===== src/rtl/bldcm_ramp_sequencer.sv =====
// rtl/bldcm_ramp_sequencer.sv - soft-start / soft-stop Avalon-MM write master for the mBldcm slave
// Programs PWM setup, enables the bridge, sets frequency, then ramps PWM compare in timed steps.
module bldcm_ramp_sequencer #(
   parameter logic [31:0] pStepCycles = 32'd50000,
   parameter logic [16:0] pCompareMax = 17'h10000
) (
   input  logic        iClock,
   input  logic        iReset,
   input  logic        iStart,
   input  logic        iStop,
   input  logic [31:0] iTargetFreq,
   input  logic [16:0] iTargetCompare,
   input  logic [15:0] iStep,
   input  logic [15:0] iPwmPeriod,
   input  logic [5:0]  iPwmPrescale,
   output logic [1:0]  oAddr,
   output logic        oWrite,
   output logic [31:0] oWdata,
   input  logic        iWaitrequest,
   output logic        oBusy,
   output logic        oRunning,
   output logic        oDone,
   output logic [16:0] oCompare
);

   typedef enum logic [3:0] {
      IDLE, WR_CMP0, WR_CTRL, WR_FREQ, RAMP_WAIT, RAMP_WR, RUN, DOWN_WAIT, DOWN_WR, WR_DIS
   } state_t;

   localparam logic [31:0] RELOAD = pStepCycles - 32'd1;

   state_t      state;
   logic [31:0] freq_q;
   logic [16:0] step_q;
   logic [15:0] period_q;
   logic [5:0]  prescale_q;
   logic [16:0] cur;
   logic [31:0] count;
   logic        stop_pend;

   logic [16:0] target;
   logic [17:0] sum;
   logic [16:0] up_next;
   logic [16:0] down_next;
   logic [31:0] ctrl_base;
   logic        stop_seen;

   always_comb begin
      target    = (iTargetCompare > pCompareMax) ? pCompareMax : iTargetCompare;
      sum       = {1'b0, cur} + {1'b0, step_q};
      // Moving toward the target always saturates at it, so a lowered target is reached in one step.
      up_next   = (sum > {1'b0, target}) ? target : sum[16:0];
      down_next = (cur > step_q) ? (cur - step_q) : 17'd0;
      ctrl_base = {4'h0, period_q, prescale_q, 1'b0, 3'h0, 1'b0, 1'b0};
      stop_seen = iStop | stop_pend;
   end

   assign oBusy    = (state != IDLE);
   assign oRunning = (state == RUN);

   always_ff @(posedge iClock) begin
      if (iReset) begin
         state      <= IDLE;
         oWrite     <= 1'b0;
         oAddr      <= 2'd0;
         oWdata     <= 32'd0;
         oCompare   <= 17'd0;
         oDone      <= 1'b0;
         freq_q     <= 32'd0;
         step_q     <= 17'd0;
         period_q   <= 16'd0;
         prescale_q <= 6'd0;
         cur        <= 17'd0;
         count      <= 32'd0;
         stop_pend  <= 1'b0;
      end else begin
         oDone <= 1'b0;
         case (state)
            IDLE: begin
               if (iStart && !iStop) begin
                  freq_q     <= iTargetFreq;
                  step_q     <= (iStep == 16'd0) ? 17'd1 : {1'b0, iStep};
                  period_q   <= iPwmPeriod;
                  prescale_q <= iPwmPrescale;
                  cur        <= 17'd0;
                  stop_pend  <= 1'b0;
                  state      <= WR_CMP0;
               end
            end
            // Each write state spends its first cycle idle on the bus, then strobes until accepted.
            WR_CMP0: begin
               if (iStop) stop_pend <= 1'b1;
               if (!oWrite) begin
                  oWrite <= 1'b1;
                  oAddr  <= 2'd1;
                  oWdata <= 32'd0;
               end else if (!iWaitrequest) begin
                  oWrite    <= 1'b0;
                  oCompare  <= 17'd0;
                  count     <= RELOAD;
                  stop_pend <= 1'b0;
                  state     <= stop_seen ? DOWN_WAIT : WR_CTRL;
               end
            end
            WR_CTRL: begin
               if (iStop) stop_pend <= 1'b1;
               if (!oWrite) begin
                  oWrite <= 1'b1;
                  oAddr  <= 2'd2;
                  oWdata <= ctrl_base | 32'd1;
               end else if (!iWaitrequest) begin
                  oWrite    <= 1'b0;
                  count     <= RELOAD;
                  stop_pend <= 1'b0;
                  state     <= stop_seen ? DOWN_WAIT : WR_FREQ;
               end
            end
            WR_FREQ: begin
               if (iStop) stop_pend <= 1'b1;
               if (!oWrite) begin
                  oWrite <= 1'b1;
                  oAddr  <= 2'd0;
                  oWdata <= freq_q;
               end else if (!iWaitrequest) begin
                  oWrite    <= 1'b0;
                  count     <= RELOAD;
                  stop_pend <= 1'b0;
                  state     <= stop_seen ? DOWN_WAIT : RAMP_WAIT;
               end
            end
            RAMP_WAIT: begin
               if (iStop) begin
                  count <= RELOAD;
                  state <= DOWN_WAIT;
               end else if (count == 32'd0) begin
                  cur   <= up_next;
                  state <= RAMP_WR;
               end else begin
                  count <= count - 32'd1;
               end
            end
            RAMP_WR: begin
               if (iStop) stop_pend <= 1'b1;
               if (!oWrite) begin
                  oWrite <= 1'b1;
                  oAddr  <= 2'd1;
                  oWdata <= {15'd0, cur};
               end else if (!iWaitrequest) begin
                  oWrite    <= 1'b0;
                  oCompare  <= cur;
                  count     <= RELOAD;
                  stop_pend <= 1'b0;
                  if (stop_seen)          state <= DOWN_WAIT;
                  else if (cur == target) state <= RUN;
                  else                    state <= RAMP_WAIT;
               end
            end
            RUN: begin
               if (iStop) begin
                  count <= RELOAD;
                  state <= DOWN_WAIT;
               end else if (target != cur) begin
                  count <= RELOAD;
                  state <= RAMP_WAIT;
               end
            end
            DOWN_WAIT: begin
               if (count == 32'd0) begin
                  cur   <= down_next;
                  state <= DOWN_WR;
               end else begin
                  count <= count - 32'd1;
               end
            end
            DOWN_WR: begin
               if (!oWrite) begin
                  oWrite <= 1'b1;
                  oAddr  <= 2'd1;
                  oWdata <= {15'd0, cur};
               end else if (!iWaitrequest) begin
                  oWrite   <= 1'b0;
                  oCompare <= cur;
                  count    <= RELOAD;
                  state    <= (cur == 17'd0) ? WR_DIS : DOWN_WAIT;
               end
            end
            WR_DIS: begin
               if (!oWrite) begin
                  oWrite <= 1'b1;
                  oAddr  <= 2'd2;
                  oWdata <= ctrl_base;
               end else if (!iWaitrequest) begin
                  oWrite <= 1'b0;
                  oDone  <= 1'b1;
                  state  <= IDLE;
               end
            end
            default: state <= IDLE;
         endcase
      end
   end

endmodule


===== config.mk =====
export PLATFORM = sky130hd
export DESIGN_NAME = bldcm_ramp_sequencer
export DESIGN_NICKNAME = d
export VERILOG_FILES = /design/src/rtl/bldcm_ramp_sequencer.sv
export SDC_FILE = /design/constraint.sdc
export NUM_CORES = 1
export LEC_CHECK = 0
export CAP_MARGIN = 20
export CORE_MARGIN = 5
export CORE_UTILIZATION = 44
export CTS_CLUSTER_SIZE = 16
export DETAILED_ROUTE_END_ITERATION = 6
export DONT_BUFFER_PORTS = 1
export GPL_TIMING_DRIVEN = 1
export PLACE_DENSITY = 0.7
export SYNTH_ARGS = -nofsm -noshare
export SYNTH_HDL_FRONTEND = slang
export SYNTH_SLANG_ARGS = --single-unit

===== constraint.sdc =====
create_clock -name iClock -period 5.7 [get_ports iClock]
set_clock_uncertainty 0.05 [all_clocks]
set_input_delay 0.855 -clock iClock [delete_from_list [all_inputs] [get_ports iClock]]
set_output_delay 0.855 -clock iClock [all_outputs]
set_load 0.005 [all_outputs]

[Word-level counts from Yosys, hierarchy flattened]
Index checks and enable logic that the tools add are counted.
Word-level totals
  register bits after elaboration: 178
  input bits: 92
  output and inout port bits: 55
  word-level logic and storage cells: 154
Cells by class
  $add $sub $neg: 3
  $lt $le $gt $ge: 3
  equal/unequal tests: 40
  multiplexer cells: 64
  bitwise operators: 3
  reduce and logical (&&, ||, !) cells: 28
Operators with widths (count)
  two-way mux 32 bit: 11
  two-way mux 17 bit: 11
  one-hot mux 32 bit (5 select lines): 1
  one-hot mux 32 bit (4 select lines): 1
  two-way mux 4 bit: 19
  one-hot mux 17 bit (3 select lines): 1
  != test 2 bit, second input constant: 25
  one-hot mux 4 bit (10 select lines): 1
  one-hot mux 17 bit (2 select lines): 1
  logical NOT 32 bit: 1
  subtractor 32 x 1 -> 32 bit, second input constant: 1
  adder 17 x 17 -> 18 bit: 1
  > comparator 18 x 17 -> 1 bit: 1
  == test 17 bit: 1
  > comparator 17 bit: 1
  > comparator 17 bit, second input constant: 1
  logical NOT 17 bit: 1
  != test 17 bit: 1
  subtractor 17 bit: 1
  == test 4 x 3 -> 1 bit, second input constant: 4
  logical NOT 16 bit: 1
  two-way mux 16 bit: 1
  AND reduction 16 bit: 1
  two-way mux 2 bit: 6
  other kinds (28): 47

[Logic depth before layout (Yosys ltp)]
  depth after elaboration: 8
  depth in mapped cells: 20
  gate-level depth less buffers: 18

[Worst setup path after synthesis]
Ideal clock, no wire load.
  kind: register to register
  start point: register step_q[2]
  end point: register cur[10]
  setup time: 0.120 ns
  arrival time: 4.728 ns
  path slack: 0.803 ns
  cell stages (with the launch flop): 19
  path buffers: 3
  period minus slack after synthesis: 4.897 ns
  cells stage by stage: dfxtp_1 inv_1 ha_1 clkbuf_1 nor3_1 or3_1 a31o_2 o41ai_1 mux2_2 and4_1 ha_1 a21oi_1 nand3b_1 o31ai_1 and2_1 clkbuf_1 clkbuf_1 nor3_1 o31a_1
On the way
  word-level cells in the longest chain between the ends: 6
  elaborated cells between the ends (all ways): 10
  classes of those cells: add/sub: 2; order compare: 2; mux: 6
RTL lines
  start, declared: RTL line 34  | logic [16:0] step_q;
  start signal, assigned: RTL line 82  | step_q <= (iStep == 16'd0) ? 17'd1 : {1'b0, iStep};
  adder 17 x 17 -> 18 bit: RTL line 50  | sum = {1'b0, cur} + {1'b0, step_q};
  > comparator 18 x 17 -> 1 bit: RTL line 52  | up_next = (sum > {1'b0, target}) ? target : sum[16:0];
  two-way mux 17 bit: RTL line 52
  two-way mux 17 bit: RTL line 135  | end else if (count == 32'd0) begin
  two-way mux 17 bit: RTL line 132  | if (iStop) begin
  one-hot mux 17 bit (3 select lines) *: RTL line 78  | case (state)
  end signal, assigned: RTL line 136  | cur <= up_next;
  end signal, assigned: RTL line 169  | cur <= down_next;
  end, declared: RTL line 37  | logic [16:0] cur;
Every way passes the cells marked *; elsewhere a longest branch is shown, timed or not. The select of a mux whose other input is x is not followed.
A chain may end at the register's enable or synchronous reset.

[Worst setup path after layout]
  start point: register cur[2]
  end point: register cur[2]
On the way
  word-level cells in the longest chain between the ends: 6
  elaborated cells between the ends (all ways): 10
  classes of those cells: add/sub: 2; order compare: 2; mux: 6
RTL lines (RTL line)
  adder 17 x 17 -> 18 bit: 50
  > comparator 18 x 17 -> 1 bit: 52
  two-way mux 17 bit: 52
  two-way mux 17 bit: 135
  two-way mux 17 bit: 132
  one-hot mux 17 bit (3 select lines) *: 78
Marked as above.

==> impl_metrics.yaml <==
logic_synthesis:
  synthFlopType: "dfxtp_1"
  synth_top_area_share_pct: 34.3
  yosysWarnings: 0
  async_flop_share_pct: 0
  netlist_area_um2: 10300
  ys_seq_area_share_pct: 34.3
  syn_avg_cell_area_um2: 7.35
  syn_nets: 1553
  synth_top_area_cell: "dfxtp_1"
  synthCells: 1408
  synth.most_common_cell: "nand2_1"
  synth_cell_types: 70
  synth_edf_count: 0
  synth_seq_cells: 177
  synth.cells.most_frequent: "nand2_1 (220), a21oi_1 (190), dfxtp_1 (177)"
  synth_area_leaders: "dfxtp_1 (34%), a21oi_1 (9.2%), nand2_1 (8.0%)"
worst_setup_path:
  required_ps: 5980
  cp_top_family: "compound AO/OA/AOI/OAI gates"
  critPathLaunchType: "flop"
  r2r_cells: 14
  cpMaxStageDelayCell: "o41ai_1"
  path_buf_inv: 0
  crit_chain: "ha_1 > nor3_1 > or3_1 > a31o_2 > o41ai_1 > mux2_2 > and4_1 > ha_1 > a21oi_1 > nand3b_1 > o31ai_1 > and2_1 > nor3_1 > o31a_1"
  r2r-end: "cur[2]"
  worstPathMaxFanout: 18
  critPathArrivalTime_ps: 5390
  crit_type: "reg2reg"
  cp-end-kind: "flop"
  critPathMaxStageDelay_ps: 770
  crit-reg2reg-launch: "cur[2]"
  regToRegSetupSlack_ps: 590
grt:
  met3_usage_pct: 8.23
  grt.busiest_layer: "met2"
  use_met1_pct: 32.2
  grt_antenna_before_repair: 2
  grt-ovfl-total: 0
  grt_max_degree: 162
  grt_pass1_vias: 9394
  grt_usage_pct: 24.0
  grt_pass1_wl_mm: 51.5
  use_met2_pct: 36.8
cts:
  cts_made_buffers: 17
  htree_levels: 4
  cts_tree: "built"
  hold_buffers: 0
  clock_latency_ps: 450
  cts_sinks: 177
  cts-root-buf: "clkbuf_16"
  ctsResizeCount: 0
  clk_pin_slew_ps: 80
  postCtsSetupBuffers: 0
  cts_buffer_depth: 2
pwr:
  vdd_drop_max_uv: 277
  powerDensity_nw_per_um2: 505
  p_leak_uw: 0.00406
die:
  core_um2: 23300
  initial_utilization_pct: 44.3
  die_h_um: 163
  pin_count: 147
  rows: 56
  die_x_um: 163
  die_area_um2: 26700
route:
  drt_pass1_iterations: 5
  vias_per_cell: 6.02
  ant_nets: 0
  via_count: 10100
  drtIter0Drc: 1130
  wl_per_cell_um: 19.4
  wirelength_mm: 32.7
  drc: 0
place:
  io_buffers: 0
  placed_area_um2: 10500
  dpl_worst_slack_ps: 732
  gp_congestion: 0.992
  post-dp-hpwl_mm: 23.1
status:
  status: "finished clean"
sta:
  rsz0062_at_grt: "false"
  drv_slew: 0
  tightest_slew_ps: 1010
  setup_violations: 0
  setup_ws_ps: 591
  hold_viol_final: 0
  slew_headroom_pct: 32.8
  finalSetupTns_ps: 0
  timing.final.crit_share_pct: 89.6
  timing.fmax_ghz: 0.196
  min_period_ps: 5110
cells_and_area:
  diodes: 0
  fin_nets: 1497
  final_cell_area_um2: 11200
  drive_above_1_share_pct: 4.91
  multi_input_area_um2: 6260
  finish.utilization_pct: 47.9
  final-seq-area_um2: 3540
  nFillCells: 2323
  area_delta_synth_final_pct: 8.08
job:
  cap_violations: 0
worst_hold_path:
  hold_depth: 2
  whs_endpoint: "freq_q[28]"
  min_from: "freq_q[28]"
  hold_path_class: "reg2reg"
## routing by layer
metal	vias up	part of all wire, %
met5	-	0.040
met4	2	1.8
met3	47	11
met2	437	44
met1	4752	43
li1	4906	-
## sequential cells by signal (all words and copies together) (netlist names)
signal      cells
stop_pend       1
oWrite          1
prescale_q      6
step_q         16
oDone           1
oAddr           2
count          32
oWdata         32
oCompare       17
cur            17
freq_q         32
period_q       16
state           4
## metrics by stage
stage | hold slack (ps) | cells | total power, µW
after floorplan | 386 | 1408 | 3700
after global placement | 386 | 1648 | 4320
after detailed placement | 390 | 1648 | 4350
after CTS | 402 | 1680 | 5590
after global routing | 414 | 1684 | 6020
final | 405 | 1684 | 5650
## area by class of cell
class	count	share of cell area [%]
clock buffer	17	3.80
clock inverter	15	1.81
inverter	55	1.85
multi-input combinational	1084	56.0
sequential	177	31.7
tap	319	3.57
timing repair buffer	17	1.24
## worst max path at each step
stage	cells after the start	startpoint	to	slack (ps)
after floorplan	18	step_q[2]	cur[10]	800
after global placement	14	cur[2]	cur[10]	830
after detailed placement	14	cur[2]	cur[2]	730
after CTS	14	cur[2]	cur[2]	730
after global routing	14	cur[2]	cur[10]	370
final	14	cur[2]	cur[2]	590
## power breakdown
| part | total (µW) | internal, µW | switching (µW) |
|---|---|---|---|
| Sequential | 1650 | 1410 | 240 |
| Combinational | 2770 | 972 | 1800 |
| Clock | 1230 | 607 | 620 |
| Total | 5650 | 2990 | 2660 |
## worst min-delay path, cell delays in order, from the launching register on
cell	delay, ps
dfxtp_1	320
nand2_1	50
a21oi_1	50
## cell families (layout without fill, tap and decap cells)
| logic type | Yosys count | after routing | share of synthesized area, % |
|---|---|---|---|
| compound gates | 410 | 410 | 24.8 |
| xor+xnor | 29 | 29 | 2.46 |
| buf+inv | 147 | 104 | 5.39 |
| simple gates | 584 | 584 | 25.7 |
| fa+ha+maj | 54 | 54 | 6.65 |
| flops | 177 | 177 | 34.3 |
| mux | 7 | 7 | 0.702 |
## layout by cell type (no fill, tap or decap), types with 16 or more instances in the layout
master,n
inv_1,54
nor2b_1,16
ha_1,51
dfxtp_1,177
nand3_1,43
nand2b_1,17
clkbuf_16,17
a21oi_1,189
a31oi_1,18
o21ai_0,51
nand2_1,219
xnor2_1,23
nor4_1,19
nor2_1,151
a22oi_1,25
nor3_1,37
Power figures use the tool's default switching activity.
